## src/rtl/ahb_pkg.sv

```systemverilog
// Shared AHB-Lite encodings and line-fill state type for the I-cache refill path.
package ahb_pkg;

    localparam int AHB_ADDR_W = 32;
    localparam int AHB_DATA_W = 32;
    localparam int LINE_W     = 128;

    typedef enum logic [2:0] {
        BURST_SINGLE = 3'b000,
        BURST_INCR   = 3'b001,
        BURST_WRAP4  = 3'b010,
        BURST_INCR4  = 3'b011,
        BURST_WRAP8  = 3'b100,
        BURST_INCR8  = 3'b101,
        BURST_WRAP16 = 3'b110,
        BURST_INCR16 = 3'b111
    } burst_type_t;

    typedef enum logic [1:0] {
        HTRANS_IDLE   = 2'b00,
        HTRANS_BUSY   = 2'b01,
        HTRANS_NONSEQ = 2'b10,
        HTRANS_SEQ    = 2'b11
    } htrans_t;

    localparam logic [2:0] HSIZE_WORD = 3'b010;

    typedef enum logic [2:0] {
        FILL_IDLE,
        FILL_ADDR,
        FILL_BURST,
        FILL_LAST,
        FILL_DONE,
        FILL_ERR
    } fill_state_t;

    // Word slot within the line for a given beat of a critical-word-first wrap.
    function automatic logic [1:0] wrap_word(input logic [1:0] start_word, input logic [1:0] beat);
        return start_word + beat;
    endfunction

endpackage

```

## src/rtl/line_fill_engine_wrap4_addr_gen.sv

```systemverilog
// WRAP4 address generator: holds the line base fixed and wraps the word index modulo 4.
module wrap4_addr_gen #(
    parameter int ADDR_WIDTH = 32
) (
    input  logic                  clk,
    input  logic                  rst_n,
    input  logic                  load,
    input  logic [ADDR_WIDTH-1:2] word_addr,
    input  logic                  advance,
    output logic [ADDR_WIDTH-1:0] addr,
    output logic [1:0]            word_idx
);

    logic [ADDR_WIDTH-1:4] line_base;
    logic [1:0]            idx;

    // Load the critical word address, then step the word index once per accepted address phase.
    always_ff @(posedge clk or negedge rst_n) begin
        if (!rst_n) begin
            line_base <= '0;
            idx       <= 2'd0;
        end else if (load) begin
            line_base <= word_addr[ADDR_WIDTH-1:4];
            idx       <= word_addr[3:2];
        end else if (advance) begin
            idx <= idx + 2'd1;
        end
    end

    assign addr     = {line_base, idx, 2'b00};
    assign word_idx = idx;

endmodule

```

## src/rtl/line_fill_engine.sv

```systemverilog
// I-cache line refill master: critical-word-first WRAP4 read burst on AHB-Lite,
// early critical word return, then the assembled line with its tag address.
module line_fill_engine
    import ahb_pkg::*;
#(
    parameter int CACHE_LINE = LINE_W,
    parameter int ADDR_WIDTH = AHB_ADDR_W,
    parameter int DATA_WIDTH = AHB_DATA_W
) (
    input  logic                  hclk,
    input  logic                  hrstn,
    input  logic                  req_valid,
    input  logic [ADDR_WIDTH-1:0] req_addr,
    output logic                  req_ready,
    output logic                  crit_valid,
    output logic [DATA_WIDTH-1:0] crit_data,
    output logic                  fill_valid,
    output logic [CACHE_LINE-1:0] fill_line,
    output logic [ADDR_WIDTH-1:0] fill_addr,
    output logic                  fill_err,
    output logic [ADDR_WIDTH-1:0] haddr,
    output logic [1:0]            htrans,
    output logic [2:0]            hburst,
    output logic [2:0]            hsize,
    output logic                  hwrite,
    input  logic [DATA_WIDTH-1:0] hrdata,
    input  logic                  hready,
    input  logic                  hresp
);

    fill_state_t state;
    htrans_t     htrans_r;
    logic [1:0]  beat_cnt;
    logic [1:0]  crit_idx;
    logic [1:0]  word_idx;
    logic [1:0]  data_idx;
    logic        load;
    logic        advance;
    logic        in_data_phase;
    logic        req_addr_lsb_unused;

    // The byte offset within the word is irrelevant for word fetches.
    assign req_addr_lsb_unused = ^req_addr[1:0];

    // Address-phase control for the generator: load on acceptance, step on each
    // accepted address phase except the fourth, and never on an ERROR cycle.
    always_comb begin
        load    = (state == FILL_IDLE) && req_valid && req_ready;
        advance = 1'b0;
        if (hready && !hresp) begin
            if (state == FILL_ADDR)
                advance = 1'b1;
            else if (state == FILL_BURST && beat_cnt != 2'd2)
                advance = 1'b1;
        end
    end

    assign in_data_phase = (state == FILL_BURST) || (state == FILL_LAST);
    assign data_idx      = wrap_word(crit_idx, beat_cnt);

    // The first ERROR cycle cancels the pending address phase immediately.
    assign htrans = (in_data_phase && hresp && !hready) ? HTRANS_IDLE : htrans_r;
    assign hburst = BURST_WRAP4;
    assign hsize  = HSIZE_WORD;
    assign hwrite = 1'b0;

    wrap4_addr_gen #(
        .ADDR_WIDTH(ADDR_WIDTH)
    ) u_addr_gen (
        .clk      (hclk),
        .rst_n    (hrstn),
        .load     (load),
        .word_addr(req_addr[ADDR_WIDTH-1:2]),
        .advance  (advance),
        .addr     (haddr),
        .word_idx (word_idx)
    );

    // Fill sequencer: address/data phase tracking, beat capture and result pulses.
    always_ff @(posedge hclk or negedge hrstn) begin
        if (!hrstn) begin
            state      <= FILL_IDLE;
            htrans_r   <= HTRANS_IDLE;
            req_ready  <= 1'b1;
            beat_cnt   <= 2'd0;
            crit_idx   <= 2'd0;
            crit_valid <= 1'b0;
            crit_data  <= '0;
            fill_valid <= 1'b0;
            fill_err   <= 1'b0;
            fill_line  <= '0;
            fill_addr  <= '0;
        end else begin
            crit_valid <= 1'b0;
            fill_valid <= 1'b0;
            fill_err   <= 1'b0;
            case (state)
                FILL_IDLE: begin
                    if (req_valid && req_ready) begin
                        state     <= FILL_ADDR;
                        htrans_r  <= HTRANS_NONSEQ;
                        req_ready <= 1'b0;
                        beat_cnt  <= 2'd0;
                        fill_addr <= {req_addr[ADDR_WIDTH-1:4], 4'b0000};
                    end
                end
                FILL_ADDR: begin
                    if (hready) begin
                        state    <= FILL_BURST;
                        htrans_r <= HTRANS_SEQ;
                        crit_idx <= word_idx;
                    end
                end
                FILL_BURST, FILL_LAST: begin
                    if (hresp) begin
                        htrans_r <= HTRANS_IDLE;
                        if (hready) begin
                            state    <= FILL_ERR;
                            fill_err <= 1'b1;
                        end
                    end else if (hready) begin
                        for (int k = 0; k < 4; k++) begin
                            if (data_idx == 2'(k))
                                fill_line[k*DATA_WIDTH +: DATA_WIDTH] <= hrdata;
                        end
                        beat_cnt <= beat_cnt + 2'd1;
                        if (beat_cnt == 2'd0) begin
                            crit_valid <= 1'b1;
                            crit_data  <= hrdata;
                        end
                        if (state == FILL_BURST && beat_cnt == 2'd2) begin
                            state    <= FILL_LAST;
                            htrans_r <= HTRANS_IDLE;
                        end
                        if (state == FILL_LAST) begin
                            state      <= FILL_DONE;
                            fill_valid <= 1'b1;
                        end
                    end
                end
                FILL_DONE, FILL_ERR: begin
                    state     <= FILL_IDLE;
                    req_ready <= 1'b1;
                end
                default: begin
                    state     <= FILL_IDLE;
                    htrans_r  <= HTRANS_IDLE;
                    req_ready <= 1'b1;
                end
            endcase
        end
    end

endmodule

```

## config.mk

```make
export PLATFORM = sky130hd
export DESIGN_NAME = line_fill_engine
export DESIGN_NICKNAME = d
export VERILOG_FILES = /design/src/rtl/ahb_pkg.sv /design/src/rtl/line_fill_engine_wrap4_addr_gen.sv /design/src/rtl/line_fill_engine.sv
export SDC_FILE = /design/constraint.sdc
export NUM_CORES = 1
export LEC_CHECK = 0
export CORE_AREA = 2 2 145 147
export DETAILED_ROUTE_END_ITERATION = 6
export DIE_AREA = 0 0 147 149
export PLACE_DENSITY = 0.81
export SLEW_MARGIN = 25
export SYNTH_ARGS = -nofsm -noshare
export SYNTH_HDL_FRONTEND = slang
export SYNTH_SLANG_ARGS = --single-unit
```

## constraint.sdc

```tcl
create_clock -name hclk -period 2 [get_ports hclk]
set_input_delay 0.4 -clock hclk [delete_from_list [all_inputs] [get_ports hclk]]
set_output_delay 0.4 -clock hclk [all_outputs]
set_load 0.1 [all_outputs]
```

Word-level counts from Yosys, hierarchy flattened

Index checks and enable logic that the tools add are counted.

Bits in registers: 231
Bits in latches: 0
Memory bits (writable): 0
Bits in read-only memories: 0
Input port bits: 69
Output and inout bits: 237
Memories: 0

Add/sub/neg operators: 3
$mul: 0
Div/mod/pow operators: 0
$lt $le $gt $ge: 0
Equal/unequal tests: 17
Shift operators: 0
Mux-type cells: 37
Bitwise operators: 3
Reductions and logical operators: 30

Operators with widths:

| kind                  | count |
|---|---|
| $reduce_and A4 Y1     | 7 |
| $mux W2               | 11 |
| $mux W3               | 7 |
| $mux W1               | 15 |
| $pmux W3 S3           | 1 |
| $logic_and A1 B1 Y1   | 8 |
| $ne A2 B2 Y1 const B  | 4 |
| $pmux W2 S4           | 1 |
| $eq A2 B2 Y1 const B  | 3 |
| $eq A3 B2 Y1 const B  | 2 |
| $eq A3 B3 Y1 const B  | 2 |
| $ne A3 B3 Y1 const B  | 2 |
| $reduce_and A2 Y1     | 3 |
| $reduce_and A5 Y1     | 1 |
| $add A2 B1 Y2 const B | 2 |
| $logic_not A2 Y1      | 2 |
| $ne A4 B4 Y1 const B  | 1 |
| $pmux W2 S2           | 1 |
| $reduce_bool A2 Y1    | 2 |
| $reduce_or A2 Y1      | 2 |
| $eq A3 B1 Y1 const B  | 1 |
| $logic_not A3 Y1      | 1 |
| $not A1 Y1            | 3 |
| $reduce_or A3 Y1      | 1 |
| 6 further kinds       | 7 |

Depth between registers and ports, before layout

Gate-level depths: netlist of run 1.

Depth after elaboration: 7
Depth in mapped cells: 7
Depth with buffers taken out: 6

Modules after synthesis

A second synthesis of run 1 with hierarchy kept.

Cells, all modules: 556
Area total of the unflattened synthesis: 9034.9 um^2

By module, submodules not included:

| module           | times used | cells an instance | area each (um^2) | sequential area each (um^2) |
|---|---|---|---|---|
| line_fill_engine | 1          | 482               | 7840.0           | 5031.1 |
| wrap4_addr_gen   | 1          | 74                | 1194.9           | 750.7 |

Worst setup path before layout of run 1

No wires, ideal clock.

Kind: register -> output
From: register state[2]
To: output htrans[0]
Arrival time: 2.207 ns
Slack: -0.607 ns
Stages on the path, launching flop included: 4
Path buffers: 1
Path through: dfrtp_1 > clkbuf_1 > nor4bb_1 > nor2b_1

Word-level cells in the longest chain between the ends: 5
Elaborated cells on any way between the ends: 6

RTL lines:

| item                                | line                    | source |
|---|---|---|
| start, declared                     | line_fill_engine.sv:31  | `fill_state_t state;` |
| start signal, assigned              | line_fill_engine.sv:82  | `state <= FILL_IDLE;` |
| start signal, assigned              | line_fill_engine.sv:100 | `state <= FILL_ADDR;` |
| start signal, assigned              | line_fill_engine.sv:109 | `state <= FILL_BURST;` |
| $eq A3 B2 Y1                        | line_fill_engine.sv:58  | `assign in_data_phase = (state == FILL_BURST) \|\| (state == FILL_LAST);` |
| $logic_or A1 B1 Y1 *                | line_fill_engine.sv:58  |  |
| $logic_and A1 B1 Y1 * (2 in series) | line_fill_engine.sv:62  | `assign htrans = (in_data_phase && hresp && !hready) ? HTRANS_IDLE : htrans_r;` |
| $mux W2 *                           | line_fill_engine.sv:62  |  |
| end, declared                       | line_fill_engine.sv:22  | `output logic [1:0] htrans,` |

Every way passes the cells marked *; elsewhere a longest branch is shown, timed or not.

Final worst setup path of run 1

From: register state[2]
To: output htrans[1]

Same word-level chain as after synthesis.

==> results of run 1 <==
[worst max-delay path: stages (launching register included)]
cell	delay (ps)
sky130_fd_sc_hd__dfrtp_1	390
sky130_fd_sc_hd__buf_6	130
sky130_fd_sc_hd__nor4bb_4	240
sky130_fd_sc_hd__buf_4	170
sky130_fd_sc_hd__nor2_2	50
sky130_fd_sc_hd__buf_12	160
[power by group]
part           internal (mW)  switching, mW  leakage [nW]  total [mW]
combinational          0.140          0.274          3.49       0.414
sequential              4.67              0          3.22        4.67
clock                   2.88           1.77         0.405        4.65
[path summary, 6_finish.rpt]
path	to	slack [ps]	cells past startpoint
worst max-delay path	htrans[1]	-30	5
worst min-delay path	crit_data[17]$_DFFE_PN0P_	420	2
worst max register to register	fill_line[30]$_DFFE_PN0P_	50	7
worst min register to register	u_addr_gen.line_base[15]$_DFFE_PN0P_	480	2
max in group asynchronous	fill_line[124]$_DFFE_PN0P_	880	3
min in group hclk	fill_addr[19]$_DFFE_PN0P_	440	3
[sequential cells by signal (all words and copies together) (netlist names)]
name                  cells
crit_idx                  2
beat_cnt                  2
htrans_r                  2
state                     3
u_addr_gen.line_base     28
fill_err                  1
crit_data                32
crit_valid                1
u_addr_gen.word_idx       2
req_ready                 1
fill_addr                28
fill_valid                1
fill_line               128
[cells by family (layout without fill, tap and decap cells)]
kind of cell	Yosys count	after routing	synth area share [%]
compound gates	20	20	1.50
xor+xnor	5	5	0.738
fa+ha+maj	3	3	0.418
buf+inv	47	378	3.63
flops	231	231	64.4
mux	162	162	20.8
other cells	2	13	0.0836
simple gates	175	175	8.41
[final cells by class]
type,count,area share (%)
sequential,231,44.9
tap,275,2.67
timing repair buffer,329,22.7
multi-input combinational,378,23.1
inverter,4,0.116
clock buffer,38,5.62
clock inverter,7,0.922
[timing repair]
item	4_1_cts	5_1_grt
pin swaps	1	5
hold buffers	1	0
endpoints found under the setup margin	2	67
setup buffers	4	3
hold endpoints to repair	55	0
resized for setup	7	5
gates cloned	0	2
[synth_stat cells, types with 2 or more instances]
library cell	number	area (sq um)
sky130_fd_sc_hd__nor3_4	3	48.8
sky130_fd_sc_hd__mux2_4	13	195
sky130_fd_sc_hd__a21o_1	3	22.5
sky130_fd_sc_hd__o21ai_0	3	15.0
sky130_fd_sc_hd__buf_2	9	45.0
sky130_fd_sc_hd__conb_1	2	7.51
sky130_fd_sc_hd__o21a_1	2	15.0
sky130_fd_sc_hd__nand2_1	148	556
sky130_fd_sc_hd__buf_4	13	97.6
sky130_fd_sc_hd__nor3b_1	4	30.0
sky130_fd_sc_hd__xnor2_2	3	48.8
sky130_fd_sc_hd__inv_1	4	15.0
sky130_fd_sc_hd__nor2b_1	2	12.5
sky130_fd_sc_hd__clkbuf_1	9	33.8
sky130_fd_sc_hd__dfrtp_1	230	5760
sky130_fd_sc_hd__nor2_1	7	26.3
sky130_fd_sc_hd__nor3_1	2	10.0
sky130_fd_sc_hd__mux2_1	5	56.3
sky130_fd_sc_hd__ha_1	3	37.5
sky130_fd_sc_hd__mux2_2	144	1620
sky130_fd_sc_hd__a21oi_1	4	20.0
sky130_fd_sc_hd__xor2_1	2	17.5
sky130_fd_sc_hd__buf_6	12	135
sky130_fd_sc_hd__nand3_2	2	20.0
[layer usage]
layer,global-route usage [%],vias to the layer above,routed length [um]
met2,33.3,266,10800
met4,4.38,0,363
met3,6.24,34,2160
met5,0,-,0
met1,24.8,3014,8820
li1,-,2795,-
[stage by stage]
| stage | power [mW] | std cells | instance area (sq um) | utilization [%] |
|---|---|---|---|---|
| 5_1_grt | 10.1 | 1262 | 12900 | 62.7 |
| 3_5_place_dp | 5.18 | 1207 | 11900 | 57.7 |
| 3_3_place_gp | 5.17 | 1207 | 11900 | 57.7 |
| 6_report | 9.74 | 1262 | 12900 | 62.7 |
| 4_1_cts | 9.87 | 1257 | 12800 | 62.1 |
| 2_1_floorplan | 4.90 | 656 | 9030 | - |
==> results.sh, run 1 <==
export IMPL_mostFrequentLayoutCells="238 x sky130_fd_sc_hd__buf_4, 230 x sky130_fd_sc_hd__dfrtp_1, 147 x sky130_fd_sc_hd__nand2_1, 144 x sky130_fd_sc_hd__mux2_2, 63 x sky130_fd_sc_hd__clkdlybuf4s50_1"
export IMPL_worstSkewPairLatency_ps=510
export IMPL_finish_net_count=1041
export IMPL_gr_usage_all_layers_pct=19.6
export IMPL_post_route_drc_count=0
export IMPL_grt_pass1_wl_um=34100
export IMPL_antenna_found_initial=0
export IMPL_total_clock_sinks=231
export IMPL_post_synth_instance_area_sq_um=8980
export IMPL_num_vias=6109
export IMPL_worst_ir_drop_vdd_mv=0.664
export IMPL_place_congestion=0.773
export IMPL_final_antenna_net_count=0
export IMPL_layout_min_cycle_time_ps=2030
export IMPL_power_static_leakage_nw=7.11
export IMPL_maxClockFrequency_mhz=493
export IMPL_placeableCoreArea_sq_um=20600
export IMPL_timing_final_crit_share_pct=102
export IMPL_number_of_synthesized_flops_with_an_enable_pin=0
export IMPL_cts_htree_levels=1
export IMPL_total_area_of_multi_input_combinational_cells_sq_um=2980
export IMPL_synth_async_reset_ratio_pct=100
export IMPL_failed_checks="setup timing"
export IMPL_grt_max_degree=61
export IMPL_synth_lib_cells_used_distinct=40
export IMPL_power_density_nw_per_um2=756
export IMPL_max_clock_path_buffers=3
export IMPL_clk_pin_slew_worst_setup_hold_paths_ps=60
export IMPL_dieWidth_um=147
export IMPL_count_of_standard_cell_rows=53
export IMPL_postSynthRegisterBits=231
export IMPL_cts_root_buf="sky130_fd_sc_hd__clkbuf_16"
export IMPL_holdCritPathClass="in2async"
export IMPL_cts_buffer_count=25
export IMPL_drt_first_iter_violations=176
export IMPL_hold_slack_final_ps=421
export IMPL_final_common_cell="sky130_fd_sc_hd__buf_4"
export IMPL_drt_pass1_iter_count=4
export IMPL_port_buffer_count=290
export IMPL_overall_die_area_sq_um=21900
export IMPL_grt_overflow_total=0
export IMPL_slew_viol_final=0
export IMPL_cp_max_fo=2
export IMPL_setup_slack_after_placement_ps=-298
export IMPL_fill_cells=1580
export IMPL_synth_ff_type="sky130_fd_sc_hd__dfrtp_1"
export IMPL_fin_skew_ps=8.35
export IMPL_drive_above_1_share_pct=48.1
export IMPL_synth_seq_area_share_pct=64.4
export IMPL_route_final_wire_length_um=22200
export IMPL_routed_wire_length_per_instance_um=17.6
export IMPL_setup_tns_ps=-52.8
export IMPL_timing_critical_path_arrival_ps=1630
export IMPL_critical_path_required_time_ps=1600
export IMPL_layout_area_overhead_vs_synth_pct=43.5
export IMPL_cts_tree="done"
export IMPL_hold_violations=0
export IMPL_reg2reg_from="beat_cnt[0]$_DFFE_PN0P_"
export IMPL_timing_critical_path_to_type="output pin"
export IMPL_die_height_um=149
export IMPL_grt_setup_unrepaired="yes"
export IMPL_synth_area_per_cell_sq_um=13.9
export IMPL_grt_pass1_vias=6154
export IMPL_maximum_capacitance_violations=0
export IMPL_critical_path_startpoint_type="flop"
export IMPL_hpwlAfterDp_um=15400
export IMPL_top_level_ports=306
export IMPL_timing_worst_setup_path_type="reg2out"
export IMPL_seq_area_sq_um=5790
export IMPL_setup_viol_count_final=2
export IMPL_synthesis_instances=645
export IMPL_worst_slack_ps=-30.2
export IMPL_floorplan_initialDensity_pct=43.7
export IMPL_route_detailed_vias_per_inst=4.84
export IMPL_status="finished with violations"
export IMPL_num_antenna_cells=0
export IMPL_ys_warn_count=0
export IMPL_critical_path_startpoint="state[2]$_DFFE_PN0P_"
Note: power is estimated with default switching activity, not from simulation.
==> run 2: changes to the inputs <==
--- a/config.mk
+++ b/config.mk
@@ -5,10 +5,11 @@
 export SDC_FILE = /design/constraint.sdc
 export NUM_CORES = 1
 export LEC_CHECK = 0
-export CORE_AREA = 2 2 145 147
+export ABC_CLOCK_PERIOD_IN_PS = 2000
+export CORE_AREA = 2 2 153 155
 export DETAILED_ROUTE_END_ITERATION = 6
-export DIE_AREA = 0 0 147 149
-export PLACE_DENSITY = 0.81
+export DIE_AREA = 0 0 155 157
+export PLACE_DENSITY = 0.74
 export SLEW_MARGIN = 25
 export SYNTH_ARGS = -nofsm -noshare
 export SYNTH_HDL_FRONTEND = slang
==> run 2 against run 1 <==
Compared with the run above:
- the flow still finishes with violations (setup timing)
- critical path depth is the same
- via count shrank 0.44%
- power grew 0.14%
- design area is essentially flat
- combinational power is essentially flat
- critical endpoint is now htrans[0]
- final cell count grew 0.95%
- fmax shrank 1.4%
- highest routed layer unchanged
- largest cell class unchanged
- count of clock-buffer cells in the layout grew 1
- sequential share of layout area is essentially flat
- clock skew grew 0.89 ps
==> results.sh, run 2 (same netlist as run 1, synthesis figures left out) <==
export IMPL_status="finished with violations"
export IMPL_failed_checks="setup timing"
export IMPL_cp_max_fo=2
export IMPL_finish_utilization_pct=57.3
export IMPL_detailed_place_area_sq_um=11900
export IMPL_slew_viol_final=0
export IMPL_setup_viol_count_final=2
export IMPL_timing_critical_path_to_type="output pin"
export IMPL_top_level_ports=306
export IMPL_timing_rr_end="fill_line[9]$_DFFE_PN0P_"
export IMPL_cts_htree_levels=1
export IMPL_reg_largest_list="fill_line (128), crit_data (32)"
export IMPL_floorplan_initialDensity_pct=39.9
export IMPL_hpwlAfterDp_um=16000
export IMPL_timing_worst_setup_path_type="reg2out"
export IMPL_final_antenna_net_count=0
export IMPL_cts_buffer_count=25
export IMPL_total_clock_sinks=231
export IMPL_worst_r2r_cell_count=7
export IMPL_antenna_found_initial=0
export IMPL_mostFrequentLayoutCells="239 x sky130_fd_sc_hd__buf_4, 230 x sky130_fd_sc_hd__dfrtp_1, 147 x sky130_fd_sc_hd__nand2_1, 144 x sky130_fd_sc_hd__mux2_2, 63 x sky130_fd_sc_hd__clkdlybuf4s50_1"
export IMPL_maximum_capacitance_violations=0
export IMPL_worstSkewPairLatency_ps=510
export IMPL_count_of_standard_cell_rows=55
export IMPL_critical_path_required_time_ps=1600
export IMPL_dieWidth_um=155
export IMPL_layout_min_cycle_time_ps=2060
export IMPL_die_height_um=157
export IMPL_drt_pass1_iter_count=4
export IMPL_largest_register_ffs=128
export IMPL_cts_root_buf="sky130_fd_sc_hd__clkbuf_16"
export IMPL_route_detailed_vias_per_inst=4.77
export IMPL_power_static_leakage_nw=7.12
export IMPL_worst_ir_drop_vdd_mv=0.543
export IMPL_grt_pass1_vias=6183
export IMPL_grt_max_degree=60
export IMPL_clk_pin_slew_worst_setup_hold_paths_ps=60
export IMPL_overall_die_area_sq_um=24300
export IMPL_grt_setup_unrepaired="yes"
export IMPL_drive_above_1_share_pct=48.3
export IMPL_fin_skew_ps=9.24
export IMPL_layout_area_overhead_vs_synth_pct=43.4
export IMPL_critical_path_startpoint_type="flop"
export IMPL_timing_critical_path_arrival_ps=1660
export IMPL_place_congestion=0.768
export IMPL_max_clock_path_buffers=3
export IMPL_hold_violations=0
export IMPL_route_final_wire_length_um=22800
export IMPL_port_buffer_count=290
export IMPL_grt_overflow_total=0
export IMPL_post_route_drc_count=0
export IMPL_power_density_nw_per_um2=757
export IMPL_grt_pass1_wl_um=35000
export IMPL_finish_net_count=1042
export IMPL_regToRegSetupSlack_ps=80
export IMPL_num_antenna_cells=0
export IMPL_gr_usage_all_layers_pct=18.2
export IMPL_timing_final_crit_share_pct=103
export IMPL_worst_slack_ps=-58.1
export IMPL_setup_tns_ps=-109
export IMPL_final_common_cell="sky130_fd_sc_hd__buf_4"
export IMPL_drt_first_iter_violations=197
export IMPL_routed_wire_length_per_instance_um=17.9
export IMPL_maxClockFrequency_mhz=486
export IMPL_placeableCoreArea_sq_um=22500
export IMPL_top_register="fill_line"
export IMPL_reg2reg_from="crit_idx[0]$_DFFE_PN0P_"
export IMPL_holdCritPathClass="in2async"
export IMPL_stdcell_area_sq_um=12900
export IMPL_cts_tree="done"
export IMPL_num_vias=6082
[run 2: cell count changes in the layout (fill, tap and decap cells not counted), sizes merged]
| cell | before | now |
|---|---|---|
| bufinv | 3 | 2 |
| clkinvlp | 2 | 0 |
| clkinv | 1 | 4 |
| buf | 261 | 263 |
[run 2: routing by layer]
metal	part of all wire (%)	track usage (%)	vias up
li1	-	-	2809
met1	42	23.8	2998
met2	48	30.1	242
met3	8.3	5.23	33
met4	2.0	4.67	0
met5	0	0	-
[run 2: how the worst max path moves through the flow]
stage,start,end,cells after the start
final,state[2]$_DFFE_PN0P_,htrans[0],5
after global routing,state[2]$_DFFE_PN0P_,htrans[0],5
after CTS,state[2]$_DFFE_PN0P_,htrans[0],5
after detailed placement,hresp,fill_line[30]$_DFFE_PN0P_,6
after global placement,hresp,fill_line[15]$_DFFE_PN0P_,6
after floorplan,state[2]$_DFFE_PN0P_,htrans[0],3
[run 2: where the power goes]
group / internal (mW) / switching (mW) / leakage [nW]
registers: 4.67 / 0 / 3.22
clock network: 2.86 / 1.81 / 0.421
logic: 0.140 / 0.273 / 3.48
[run 2: what timing repair did]
item / CTS / global route
cloned: 0 / 1
hold buffers: 1 / 0
resized for setup: 8 / 2
setup endpoints to repair: 2 / 54
setup buffers: 4 / 2
endpoints found under the hold margin: 38 / 0
pin swaps: 1 / 3
[run 2: metrics by stage]
step                      total power [mW]  setup slack [ps]  cells  hold slack (ps)
after CTS                             9.87             -74.3   1271              361
after global routing                  10.1              -130   1274              388
after floorplan                       4.90              -101    656              104
after global placement                5.18              -272   1220              314
final                                 9.75             -58.1   1274              371
after detailed placement              5.18              -320   1220              312
[run 2: cell type report]
| type | count | area (sq um) |
|---|---|---|
| Clock inverter | 7 | 92.6 |
| Inverter | 4 | 15.0 |
| Clock buffer | 39 | 758 |
| Multi-Input combinational cell | 378 | 2960 |
| Tap cell | 285 | 357 |
| Timing Repair Buffer | 330 | 2920 |
| Fill cell | 1833 | 9620 |
| Sequential cell | 231 | 5790 |
[run 2: critical path: stages, from the launching register on]
cell and delay [ps]:
sky130_fd_sc_hd__dfrtp_1 390, sky130_fd_sc_hd__buf_6 130, sky130_fd_sc_hd__nor4bb_4 260, sky130_fd_sc_hd__buf_4 170, sky130_fd_sc_hd__nor2b_2 50, sky130_fd_sc_hd__buf_12 160
